`src/rtl/seg7_pkg.sv`:
```
// Shared constants for the multiplexed 7-segment controller: register map,
// CTRL field positions and the hex-to-segment font.
package seg7_pkg;

  localparam logic [1:0] REG_DATA   = 2'd0;
  localparam logic [1:0] REG_DPMASK = 2'd1;
  localparam logic [1:0] REG_CTRL   = 2'd2;
  localparam logic [1:0] REG_BLANK  = 2'd3;

  localparam int CTRL_EN_BIT           = 0;
  localparam int CTRL_BRIGHT_LSB       = 4;
  localparam int CTRL_BLANKMASK_EN_BIT = 8;

  // Active-high segment pattern {g,f,e,d,c,b,a} for one hex nibble.
  function automatic logic [6:0] hexfont(input logic [3:0] value);
    logic [6:0] pattern;
    case (value)
      4'h0: pattern = 7'h3F;
      4'h1: pattern = 7'h06;
      4'h2: pattern = 7'h5B;
      4'h3: pattern = 7'h4F;
      4'h4: pattern = 7'h66;
      4'h5: pattern = 7'h6D;
      4'h6: pattern = 7'h7D;
      4'h7: pattern = 7'h07;
      4'h8: pattern = 7'h7F;
      4'h9: pattern = 7'h6F;
      4'hA: pattern = 7'h77;
      4'hB: pattern = 7'h7C;
      4'hC: pattern = 7'h39;
      4'hD: pattern = 7'h5E;
      4'hE: pattern = 7'h79;
      default: pattern = 7'h71;
    endcase
    return pattern;
  endfunction

endpackage

```
`src/rtl/seg7_scan_ctrl_if.sv`:
```
// Register bus between the CPU front-end and the display controller.
interface seg7_scan_ctrl_if #(
  parameter int ADDR_W = 32
);
  logic [ADDR_W-1:0] address;
  logic              WE;
  logic [31:0]       datain;
  logic [31:0]       dataout;

  modport master (output address, WE, datain, input dataout);
  modport slave  (input address, WE, datain, output dataout);
endinterface

```
`src/rtl/seg7_scan_timer.sv`:
```
// Slot/phase/digit counters for the display scan, plus the frame-end commit strobe.
module seg7_scan_timer #(
  parameter  int CLK_HZ   = 100_000_000,
  parameter  int FRAME_HZ = 250,
  parameter  int N_DIGITS = 4,
  localparam int DIG_W    = (N_DIGITS > 1) ? $clog2(N_DIGITS) : 1
) (
  input  logic             clk,
  input  logic             rst_n,
  output logic [3:0]       phase,
  output logic [DIG_W-1:0] cur_digit,
  output logic             commit
);

  localparam int SLOT_TICKS  = CLK_HZ / (FRAME_HZ * N_DIGITS);
  localparam int PHASE_TICKS = SLOT_TICKS / 16;
  localparam int TICK_W      = (SLOT_TICKS > 1) ? $clog2(SLOT_TICKS) : 1;

  if (PHASE_TICKS < 1) begin : g_bad_rate
    $error("seg7_scan_timer: slot too short for 16 PWM phases");
  end
  if (N_DIGITS < 1 || N_DIGITS > 8) begin : g_bad_digits
    $error("seg7_scan_timer: N_DIGITS must be 1..8");
  end

  logic [TICK_W-1:0] tick;
  logic [31:0]       quotient;
  logic              tick_last;
  logic              digit_last;

  assign tick_last  = (tick == TICK_W'(SLOT_TICKS - 1));
  assign digit_last = (cur_digit == DIG_W'(N_DIGITS - 1));
  assign commit     = tick_last & digit_last;

  // Ticks left over after 16 whole phases fold into phase 15.
  always_comb begin
    quotient = 32'(tick) / 32'(PHASE_TICKS);
    phase    = (quotient > 32'd15) ? 4'd15 : quotient[3:0];
  end

  // NOTE: sequential state uses non-blocking assignments so every register
  // samples pre-edge values regardless of process evaluation order.
  always_ff @(posedge clk or negedge rst_n) begin
    if (!rst_n) begin
      tick      <= '0;
      cur_digit <= '0;
    end else if (tick_last) begin
      tick      <= '0;
      cur_digit <= digit_last ? '0 : cur_digit + 1'b1;
    end else begin
      tick <= tick + 1'b1;
    end
  end

endmodule

```
`src/rtl/seg7_scan_ctrl.sv`:
```
// Memory-mapped N-digit common-anode display controller: shadow registers,
// frame-atomic commit to the active set, and the registered pin driver.
module seg7_scan_ctrl
  import seg7_pkg::*;
#(
  parameter int                N_DIGITS  = 4,
  parameter int                CLK_HZ    = 100_000_000,
  parameter int                FRAME_HZ  = 250,
  parameter int                ADDR_W    = 32,
  parameter logic [ADDR_W-1:0] BASE_ADDR = '0
) (
  input  logic                clk,
  input  logic                rst_n,
  seg7_scan_ctrl_if.slave     bus,
  output logic [N_DIGITS-1:0] an,
  output logic [6:0]          seg,
  output logic                dp
);

  localparam int DIG_W  = (N_DIGITS > 1) ? $clog2(N_DIGITS) : 1;
  localparam int DATA_W = 4 * N_DIGITS;

  typedef struct packed {
    logic [DATA_W-1:0]   data;
    logic [N_DIGITS-1:0] dpmask;
    logic                en;
    logic [3:0]          bright;
    logic                blank_en;
    logic [N_DIGITS-1:0] blank;
  } regset_t;

  logic [3:0]       phase;
  logic [DIG_W-1:0] cur_digit;
  logic             commit;

  seg7_scan_timer #(
    .CLK_HZ   (CLK_HZ),
    .FRAME_HZ (FRAME_HZ),
    .N_DIGITS (N_DIGITS)
  ) u_timer (
    .clk       (clk),
    .rst_n     (rst_n),
    .phase     (phase),
    .cur_digit (cur_digit),
    .commit    (commit)
  );

  regset_t    shadow, shadow_nxt, active;
  logic       pending;
  logic       hit, wr;
  logic [1:0] reg_idx;
  logic [31:0] rd_val;

  assign hit     = (bus.address[ADDR_W-1:4] == BASE_ADDR[ADDR_W-1:4]);
  assign reg_idx = bus.address[3:2];
  assign wr      = bus.WE & hit;

  // Byte-lane bits and write data above the mapped fields are ignored.
  logic unused_bus_bits;
  assign unused_bus_bits = ^{bus.address[1:0], bus.datain};

  // NOTE: every always_comb output gets a default first so no path can
  // leave it unassigned and infer a latch.
  always_comb begin
    shadow_nxt = shadow;
    if (wr) begin
      case (reg_idx)
        REG_DATA:   shadow_nxt.data   = bus.datain[DATA_W-1:0];
        REG_DPMASK: shadow_nxt.dpmask = bus.datain[N_DIGITS-1:0];
        REG_CTRL: begin
          shadow_nxt.en       = bus.datain[CTRL_EN_BIT];
          shadow_nxt.bright   = bus.datain[CTRL_BRIGHT_LSB +: 4];
          shadow_nxt.blank_en = bus.datain[CTRL_BLANKMASK_EN_BIT];
        end
        default:    shadow_nxt.blank  = bus.datain[N_DIGITS-1:0];
      endcase
    end
  end

  // Reads see pre-edge state, so a read racing a write returns the old value.
  always_comb begin
    rd_val = '0;
    if (hit) begin
      case (reg_idx)
        REG_DATA:   rd_val[DATA_W-1:0]   = shadow.data;
        REG_DPMASK: rd_val[N_DIGITS-1:0] = shadow.dpmask;
        REG_CTRL: begin
          rd_val[CTRL_EN_BIT]           = shadow.en;
          rd_val[CTRL_BRIGHT_LSB +: 4]  = shadow.bright;
          rd_val[CTRL_BLANKMASK_EN_BIT] = shadow.blank_en;
        end
        default: begin
          rd_val[31]             = pending;
          rd_val[16 +: DIG_W]    = cur_digit;
          rd_val[N_DIGITS-1:0]   = shadow.blank;
        end
      endcase
    end
  end

  // NOTE: the register sets are a handful of flops, not a RAM, so they take
  // the async reset; a reset mid-frame must discard uncommitted writes.
  always_ff @(posedge clk or negedge rst_n) begin
    if (!rst_n) begin
      shadow      <= '0;
      active      <= '0;
      pending     <= 1'b0;
      bus.dataout <= '0;
    end else begin
      shadow      <= shadow_nxt;
      bus.dataout <= rd_val;
      if (commit) begin
        active  <= shadow_nxt;
        pending <= 1'b0;
      end else if (wr) begin
        pending <= 1'b1;
      end
    end
  end

  logic                lit;
  logic [3:0]          nibble;
  logic [N_DIGITS-1:0] an_nxt;
  logic [6:0]          seg_nxt;
  logic                dp_nxt;

  always_comb begin
    lit     = active.en && (phase <= active.bright)
              && !(active.blank_en && active.blank[cur_digit]);
    nibble  = 4'(active.data >> {cur_digit, 2'b00});
    an_nxt  = lit ? ~(N_DIGITS'(1) << cur_digit) : '1;
    seg_nxt = lit ? ~hexfont(nibble) : 7'h7F;
    dp_nxt  = ~(lit & active.dpmask[cur_digit]);
  end

  always_ff @(posedge clk or negedge rst_n) begin
    if (!rst_n) begin
      an  <= '1;
      seg <= 7'h7F;
      dp  <= 1'b1;
    end else begin
      an  <= an_nxt;
      seg <= seg_nxt;
      dp  <= dp_nxt;
    end
  end

endmodule

```
`src/flat_wrapper.sv`:
```
// flat-port wrapper written by rule: the top's interface ports become plain ports
module seg7_scan_ctrl_flat import seg7_pkg::*;
#(
  parameter int                N_DIGITS  = 4,
  parameter int                CLK_HZ    = 100_000_000,
  parameter int                FRAME_HZ  = 250,
  parameter int                ADDR_W    = 32,
  parameter logic [ADDR_W-1:0] BASE_ADDR = '0
)
  (clk, rst_n, an, seg, dp, bus_address, bus_WE, bus_datain, bus_dataout);
  seg7_scan_ctrl_if #(.ADDR_W(ADDR_W)) bus_i ();
  input  logic clk;
  input  logic rst_n;
  output logic [N_DIGITS-1:0] an;
  output logic [6:0] seg;
  output logic dp;
  input wire logic [$bits(bus_i.address)-1:0] bus_address;
  input wire logic [$bits(bus_i.WE)-1:0] bus_WE;
  input wire logic [$bits(bus_i.datain)-1:0] bus_datain;
  output wire logic [$bits(bus_i.dataout)-1:0] bus_dataout;
  assign bus_i.address = bus_address;
  assign bus_i.WE = bus_WE;
  assign bus_i.datain = bus_datain;
  assign bus_dataout = bus_i.dataout;
  seg7_scan_ctrl #(.N_DIGITS(N_DIGITS), .CLK_HZ(CLK_HZ), .FRAME_HZ(FRAME_HZ), .ADDR_W(ADDR_W), .BASE_ADDR(BASE_ADDR)) u_core (.clk(clk), .rst_n(rst_n), .bus(bus_i), .an(an), .seg(seg), .dp(dp));
endmodule
```
`config.mk`:
```
export PLATFORM = sky130hd
export DESIGN_NAME = seg7_scan_ctrl_flat
export DESIGN_NICKNAME = d
export VERILOG_FILES = /design/src/rtl/seg7_pkg.sv /design/src/rtl/seg7_scan_ctrl_if.sv /design/src/rtl/seg7_scan_timer.sv /design/src/rtl/seg7_scan_ctrl.sv /design/src/flat_wrapper.sv
export SDC_FILE = /design/constraint.sdc
export NUM_CORES = 1
export LEC_CHECK = 0
export BUFFER_PORTS_ARGS = -buffer_cell sky130_fd_sc_hd__buf_2
export CORE_MARGIN = 5
export CORE_UTILIZATION = 30
export CTS_CLUSTER_DIAMETER = 80
export DETAILED_ROUTE_END_ITERATION = 6
export GPL_TIMING_DRIVEN = 0
export HOLD_SLACK_MARGIN = 0.12
export PLACE_DENSITY = 0.46
export SETUP_SLACK_MARGIN = 0.5
export SYNTH_ARGS = -nofsm -noshare
export SYNTH_HDL_FRONTEND = slang
export SYNTH_SLANG_ARGS = --single-unit
```
`constraint.sdc`:
```
create_clock -name clk -period 9.8 [get_ports clk]
set_input_delay 0.49 -clock clk [delete_from_list [all_inputs] [get_ports clk]]
set_output_delay 0.49 -clock clk [all_outputs]
set_load 0.1 [all_outputs]
```
==> metrics.txt <==
run status=finished, final reports clean; final wirelength=18000 um; die area=26300 sq um; die extent in x=162 um; post-CTS sizing=0; Fin Setup TNS=0 ns; Clk Latency, worst-skew pair=0.35 ns; Die Height=162 um; max-cap viol count=0; Max stage delay cell, worst path=a211oi_1; synth unique cells=90; Vias=5386; Final Critical Period=7.38 ns; total gr overflow=0; CP Max Fanout=10; maximum vdd drop=0.0000795 V; CP Launch Type=flip-flop; f_max=135 MHz; Crit. End Element=flip-flop; cts hold-fix bufs=0; P per Cell Area=108 nW/um^2; final net count=870; register bit total from synthesis=111; Slew Viols, Final=0; CTS tree=done; io pins=111; core area=22700 sq um; top cells by instance count after synthesis=dfrtp_1 (99), mux2_2 (57), nand2_1 (56), nor2_1 (53), o21ai_0 (30); post-synthesis sequential area ratio=40.3%; Post-Syn Area per Cell=10.1 sq um; antenna-violating nets left=0; cells after synthesis=685; Synth Cell Area=6940 sq um; Final period util=75.3%; drt via density=5.01; warnings from Yosys=0; DRT Pass-1 Iters=4; post-DP HPWL=13700 um; share of layout cells above drive strength 1=29.6%; Final Hold Viols=0; worst path required time=10.04 ns; CP arrival=7.63 ns; Worst Hold Class=primary input to asynchronous set/reset pin; most common cell in the netlist=dfrtp_1; CTS buffer count=9; CTS root buffer=clkbuf_16; Reg clk slew, reported paths=0.07 ns; wire length of the first global-routing pass=29100 um; ys async rst share=100%; worst-case clock buffer depth=2; n_diodes=0; WL/cell=16.7 um; crit-path max cell delay=0.49 ns; IO Port Bufs=78; CTS Sinks=111; area grow syn2layout=16.0%; vias in the first global route=5301; worst-margin pin slew=1.29 ns; number of post-CTS setup repair buffers=0; Total GRT Usage=13.7%; # rows=55; Initial DRC Count=302; RSZ-0062 raised after global routing=false; DRC Markers=0; Hold Worst Slack=0.101 ns; Main synth FF type=dfrtp_1; GPL Wtd Cong=0.834; Starting Density=30.6%; P_leak=3.60 nW; Power, Total=0.872 mW; largest net degree at the start of global routing=58; CP Class=flip-flop to flip-flop; number of flops mapped to enable cells by yosys=0; area share of the largest cell type after synthesis=35.7%; Setup Viol. Count Final=0; top cell type by total area after synthesis=dfrtp_1; H-tree lvl count=3; Slew HR=13.1%; Worst Clk Skew=0.0110 ns; Synth area leaders=dfrtp_1 (36%), mux2_2 (9.3%), dfstp_2 (4.5%), nand2_1 (3.0%), ha_1 (2.9%); initial antenna violation count=0
## kinds of logic after synthesis
group / synth area share [%]
fa+ha+maj: 3.17
compound gates: 16.7
buf+inv: 5.46
other cells: 0.0541
flops: 40.3
mux: 14.2
xor+xnor: 3.75
simple gates: 16.4
## area by class of cell
cell class | count | area (sq um)
Fill cell | 2336 | 14700
Multi-Input combinational cell | 513 | 3810
Sequential cell | 111 | 2790
Timing Repair Buffer | 79 | 424
Tap cell | 285 | 357
Buffer | 54 | 308
Clock buffer | 10 | 229
Inverter | 19 | 71.3
Clock inverter | 5 | 57.6
## power by group
part / switching (mW) / internal [mW] / total (mW)
logic: 0.0374 / 0.0131 / 0.0505
clock network: 0.166 / 0.198 / 0.364
registers: 0.00000000219 / 0.458 / 0.458
total: 0.203 / 0.669 / 0.872
## cell usage in the layout, fill, tap and decap left out, drive strengths merged, types with 4 or more instances in the layout
cell type,n
nor4,12
o21a,5
nor3,16
buf,110
mux4,8
o22ai,5
o221ai,8
a21oi,31
inv,20
or3,5
or2,6
a31oi,9
dfstp,12
mux2i,14
conb,13
o22a,4
and3,6
xnor2,16
nor2b,5
nand2b,10
dfrtp,99
and2,13
nand2,57
xor2,12
mux2,59
clkbuf,33
nor2,57
o31ai,6
o21ai,37
a211oi,10
nand3,15
o211ai,6
ha,16
## per-stage QoR
step	worst slack [ns]	util (%)	instance area, sq um	cells
3_3_place_gp	2.36	34.0	7730	1060
4_1_cts	2.38	35.4	8050	1076
6_report	2.42	35.4	8050	1076
3_5_place_dp	2.42	34.2	7760	1061
2_1_floorplan	4.05	-	6980	697
5_1_grt	1.72	35.4	8050	1076
## worst paths after layout
check	from	to	slack, ns	cells past startpoint
min in group clk	bus_datain[15]	u_core.shadow[29]	0.40	2
max	u_core.u_timer.tick[5]	u_core.seg[4]	2.42	28
min reg2reg	u_core.shadow[24]	u_core.bus.dataout[10]	0.47	1
max reg2reg	u_core.u_timer.tick[5]	u_core.seg[4]	2.42	28
max in group asynchronous	rst_n	u_core.bus.dataout[5]	9.06	2
min	rst_n	u_core.u_timer.cur_digit[1]	0.10	1
## per-layer routing
metal / vias to the layer above / wire length [um] / share of wire [%] / track usage [%]
met4: 0 / 165 / 0.92 / 2.77
met3: 16 / 839 / 4.7 / 2.49
met5: - / 0 / 0 / 0
met1: 2600 / 9000 / 50 / 20.0
met2: 120 / 7970 / 44 / 21.3
li1: 2650 / - / - / -
## state kept, by name, summed over array words and instances (netlist names)
signal and cells:
u_core.active 30, u_core.shadow 30, u_core.bus.dataout 19, u_core.u_timer.tick 17
u_core.seg 7, u_core.an 4, u_core.u_timer.cur_digit 2, u_core.dp 1
u_core.pending 1
## worst max-delay path: cells and delay by family, from the launching register on
kind / cells / cell delay (ns)
AO/OA/AOI/OAI: 18 / 4.81
buffers and inverters: 3 / 0.92
AND/OR/NAND/NOR: 5 / 0.68
flip-flops: 1 / 0.46
adder cells (fa/ha/maj): 1 / 0.22
multiplexers: 1 / 0.18
(Power assumes the default switching activity.)
